===== config.mk =====
export PLATFORM = sky130hd
export DESIGN_NAME = reg_to_bus_rr_sel
export DESIGN_NICKNAME = d
export VERILOG_FILES = /design/src/rtl/reg_to_bus_rr_sel.sv
export SDC_FILE = /design/constraint.sdc
export NUM_CORES = 1
export LEC_CHECK = 0
export BUFFER_PORTS_ARGS = -buffer_cell sky130_fd_sc_hd__buf_2
export CORE_AREA = 2 2 49 96
export DETAILED_ROUTE_END_ITERATION = 7
export DIE_AREA = 0 0 51 98
export MAX_ROUTING_LAYER = met4
export PLACE_DENSITY = 0.82
export SYNTH_ARGS = -nofsm -noshare
export SYNTH_HDL_FRONTEND = slang
export SYNTH_SLANG_ARGS = --single-unit

===== constraint.sdc =====
create_clock -name CLK -period 4.4 [get_ports CLK]
set_input_delay 0 -clock CLK [delete_from_list [all_inputs] [get_ports CLK]]
set_output_delay 0 -clock CLK [all_outputs]
set_load 0.01 [all_outputs]

===== src/rtl/reg_to_bus_rr_sel.sv =====
// Round-robin register-to-bus selector with a registered valid/ready output stage.
// Optional macro REG_BUS_PRIO0_EN gives register 0 absolute priority over the rotation.
module reg_to_bus_rr_sel #(
  parameter int WIDTH = 16,
  parameter int NREGS = 4,
  parameter int SELW  = 2
) (
  input  logic                   CLK,
  input  logic                   RST,
  input  logic [NREGS*WIDTH-1:0] REGS_IN,
  input  logic [NREGS-1:0]       REQ,
  input  logic                   BUS_READY,
  output logic [WIDTH-1:0]       TO_BUS,
  output logic                   BUS_VALID,
  output logic [NREGS-1:0]       GRANT,
  output logic [SELW-1:0]        SEL_OUT
);

  logic [SELW-1:0]  ptr;
  logic [SELW-1:0]  win;
  logic [SELW-1:0]  ptr_next;
  logic [WIDTH-1:0] win_data;
  logic             found;
  logic             prio_hit;
  logic             free;

  assign free = !BUS_VALID || BUS_READY;

  // Two ascending scans: indices at or above ptr first, then the wrapped-around
  // lower indices, which together give the first requester starting from ptr.
  always_comb begin
    // NOTE: every output of this block gets a default first so no latch is inferred.
    found    = 1'b0;
    prio_hit = 1'b0;
    win      = '0;
    win_data = '0;
    for (int i = 0; i < NREGS; i++) begin
      if (!found && REQ[i] && (i >= int'(ptr))) begin
        found    = 1'b1;
        win      = SELW'(i);
        win_data = REGS_IN[i*WIDTH +: WIDTH];
      end
    end
    for (int i = 0; i < NREGS; i++) begin
      if (!found && REQ[i]) begin
        found    = 1'b1;
        win      = SELW'(i);
        win_data = REGS_IN[i*WIDTH +: WIDTH];
      end
    end
`ifdef REG_BUS_PRIO0_EN
    if (REQ[0]) begin
      prio_hit = 1'b1;
      win      = '0;
      win_data = REGS_IN[WIDTH-1:0];
    end
`endif
    if (prio_hit)
      ptr_next = ptr;
    else if (int'(win) == NREGS - 1)
      ptr_next = '0;
    else
      ptr_next = win + 1'b1;
  end

  // NOTE: state uses non-blocking assignments so every register samples pre-edge values.
  always_ff @(posedge CLK) begin
    if (RST) begin
      TO_BUS    <= '0;
      BUS_VALID <= 1'b0;
      GRANT     <= '0;
      SEL_OUT   <= '0;
      ptr       <= '0;
    end else begin
      GRANT <= '0;
      if (free) begin
        if (found) begin
          TO_BUS    <= win_data;
          SEL_OUT   <= win;
          BUS_VALID <= 1'b1;
          GRANT     <= NREGS'(1) << win;
          ptr       <= ptr_next;
        end else begin
          BUS_VALID <= 1'b0;
        end
      end
    end
  end

endmodule


==> load_flow_metrics.sql <==
INSERT INTO impl_metrics (metric_group, metric, value, unit) VALUES
('clocking', 'clkSlewWorstSetupHoldPaths', '0.09', 'ns'),
('clocking', 'cts_tree', 'done', ''),
('setup_path', 'timing.critical_path.slowest_cell_delay', '0.97', 'ns'),
('detailed_routing', 'total_routed_length', '7060', 'um'),
('setup_path', 'worstPathMaxFanout', '28', ''),
('layout', 'post-route-util', '58.9', '%'),
('clocking', 'cts-resized-gates', '0', ''),
('global_route', 'antenna_violations_before_repair', '0', ''),
('detailed_routing', 'vias_per_cell', '6.47', ''),
('global_route', 'track_usage', '29.4', '%'),
('global_route', 'overflow', '0', ''),
('setup_path', 'crit_path_cell_trace', 'a22oi_1, nor2_1, a2111oi_0, o31ai_1', ''),
('logic_synthesis', 'synthDominantCellAreaShare', '24.3', '%'),
('sta', 'fmax', '367', 'MHz'),
('die', 'design.core.area', '4300', 'um2'),
('die', 'i_o_pin_count', '94', ''),
('clocking', 'cts-htree-levels', '1', ''),
('logic_synthesis', 'yosys_warnings', '0', ''),
('layout', 'antenna_cells_inserted', '0', ''),
('die', 'die_height', '98', 'um'),
('die', 'floorplan.die.width', '51', 'um'),
('setup_path', 'worstSetupEndpointType', 'flop', ''),
('setup_path', 'worst-path-buf-inv', '0', ''),
('logic_synthesis', 'synth.top_cells.by_area', 'sky130_fd_sc_hd__dfxtp_1 (24%), sky130_fd_sc_hd__a21oi_1 (7.3%), sky130_fd_sc_hd__a221oi_1 (5.1%), sky130_fd_sc_hd__nand2_1 (4.0%), sky130_fd_sc_hd__nor2_1 (3.8%)', ''),
('logic_synthesis', 'syn_area_per_cell', '7.34', 'um2'),
('place', 'io_buffers', '93', ''),
('logic_synthesis', 'syn_area', '2060', 'um2'),
('die', 'die_area', '5000', 'um2'),
('place', 'detailedPlacementHpwl', '5070', 'um'),
('power', 'vdd_ir_drop_max', '0.196', 'mV'),
('detailed_routing', 'vias', '2640', ''),
('layout', 'final_nets', '426', ''),
('detailed_routing', 'dr.first_iter.drc_count', '130', ''),
('logic_synthesis', 'synth_nets', '352', ''),
('clocking', 'cts_root_buf', 'sky130_fd_sc_hd__clkbuf_8', ''),
('layout', 'synthToLayoutAreaGrowth', '22.7', '%'),
('detailed_routing', 'ant_nets', '0', ''),
('logic_synthesis', 'yosys_most_used_dff', 'sky130_fd_sc_hd__dfxtp_1', ''),
('layout', 'fraction_of_layout_cells_with_a_size_suffix_above_1', '32.2', '%'),
('logic_synthesis', 'yosys.area.top_type', 'sky130_fd_sc_hd__dfxtp_1', ''),
('sta', 'timing_max_transition_violations_final', '0', ''),
('clocking', 'cts.sink_count', '25', ''),
('logic_synthesis', 'yosys.cell_types.count', '45', ''),
('detailed_routing', 'drc', '0', ''),
('sta', 'worst_pin_slew', '1.13', 'ns'),
('die', 'effective_utilization_at_floorplan', '48.0', '%'),
('sta', 'finalHoldWorstSlack', '0.00704', 'ns'),
('setup_path', 'crit_arrival', '2.91', 'ns'),
('sta', 'rsz0062_at_grt', 'false', ''),
('setup_path', 'critical-path-slowest-cell', 'sky130_fd_sc_hd__dfxtp_1', ''),
('logic_synthesis', 'postSynthRegisterBits', '25', ''),
('power', 'p_leak', '0.00113', 'uW'),
('logic_synthesis', 'synthMostInstantiatedCell', 'sky130_fd_sc_hd__a21oi_1', ''),
('global_route', 'grt_pass1_vias', '2606', ''),
('place', 'finalWeightedCongestion', '0.923', ''),
('sta', 'hold_viol_final', '0', ''),
('die', 'num_rows', '34', ''),
('outcome', 'run_status', 'finished clean', ''),
('setup_path', 'worst-r2r-setup-slack', '1.68', 'ns'),
('clocking', 'cts_buffers', '3', ''),
('global_route', 'maximum_number_of_pins_on_one_net_before_global_route_repair', '34', ''),
('setup_path', 'cp.required', '4.59', 'ns'),
('setup_path', 'critical_path_class', 'reg -> reg', ''),
('logic_synthesis', 'synthCells', '281', ''),
('logic_synthesis', 'synth_sequential_area_ratio', '24.3', '%'),
('clocking', 'clk_latency', '0.27', 'ns'),
('setup_path', 'crit_path_start_kind', 'flop', ''),
('global_route', 'wire_length_of_the_first_global_routing_pass', '11400', 'um'),
('power', 'power_density', '263', 'nW/um2'),
('sta', 'slew_headroom', '24.3', '%'),
('clocking', 'ctsHoldBuffers', '0', '');
[through the flow]
| stage | power [uW] | std cells | cell area [um2] | worst slack, ns |
|---|---|---|---|---|
| 2_1_floorplan | 432 | 281 | 2060 | 2.61 |
| 3_3_place_gp | 519 | 404 | 2490 | 1.85 |
| 3_5_place_dp | 523 | 404 | 2490 | 1.78 |
| 4_1_cts | 663 | 408 | 2530 | 1.80 |
| 5_1_grt | 703 | 408 | 2530 | 1.58 |
| 6_report | 666 | 408 | 2530 | 1.68 |
[layout make-up]
class,instances,area (um2)
fillers,447,1760
multi-input cells,225,1420
repair buffers,96,488
well taps,54,67.6
inverters,4,15.0
clock buffers,4,45.0
flip-flops and latches,25,500
[tightest hold or removal path: cells and delay by family]
kind                   cells  cell delay [ns]
AO/OA/AOI/OAI              2             0.17
buffers and inverters      1             0.08
[flip-flops by register name (all words and copies together) (netlist names)]
register and count:
GRANT 4, ptr 2, BUS_VALID 1, TO_BUS 16, SEL_OUT 2
[per-layer routing]
metal | up-vias | track usage, % | share of wire (%)
met2 | 147 | 51.4 | 53
met5 | - | - | 0
met4 | 0 | 15.8 | 3.0
met1 | 1226 | 31.7 | 37
li1 | 1247 | - | -
met3 | 20 | 1.83 | 7.1
[report_power, final]
| part | switching [uW] | leakage [uW] | internal (uW) |
|---|---|---|---|
| logic | 142 | 0.000896 | 105 |
| clock network | 79.0 | 0.0000228 | 65.0 |
| registers | 22.9 | 0.000207 | 252 |
[cells in the final DEF (no fill, tap or decap), drive strengths merged, types with 5 or more instances in the layout]
| cell | count |
|---|---|
| nor2 | 21 |
| and3 | 5 |
| nand3b | 6 |
| nand2 | 23 |
| nor3b | 8 |
| nand3 | 15 |
| o21ai | 8 |
| o31ai | 8 |
| a211o | 8 |
| nor3 | 6 |
| a22oi | 5 |
| buf | 96 |
| nand2b | 5 |
| or3 | 5 |
| a2111oi | 6 |
| a21oi | 36 |
| o22ai | 8 |
| a221oi | 12 |
| dfxtp | 25 |
| or4 | 5 |
[logic make-up (layout without fill, tap and decap cells)]
family	Yosys count	after routing	share of synthesized area, %
buffers and inverters	31	104	7.10
AO/OA/AOI/OAI	113	113	39.1
flip-flops	25	25	24.3
AND/OR/NAND/NOR	112	112	29.5
[path summary, 6_finish.rpt]
check,cells after the start,endpoint,startpoint
max,4,TO_BUS[5],ptr[1]
min,3,TO_BUS[9],REGS_IN[57]
max reg2reg,4,TO_BUS[5],ptr[1]
min reg2reg,2,SEL_OUT[0],SEL_OUT[0]
Note: power is estimated with default switching activity, not from simulation.
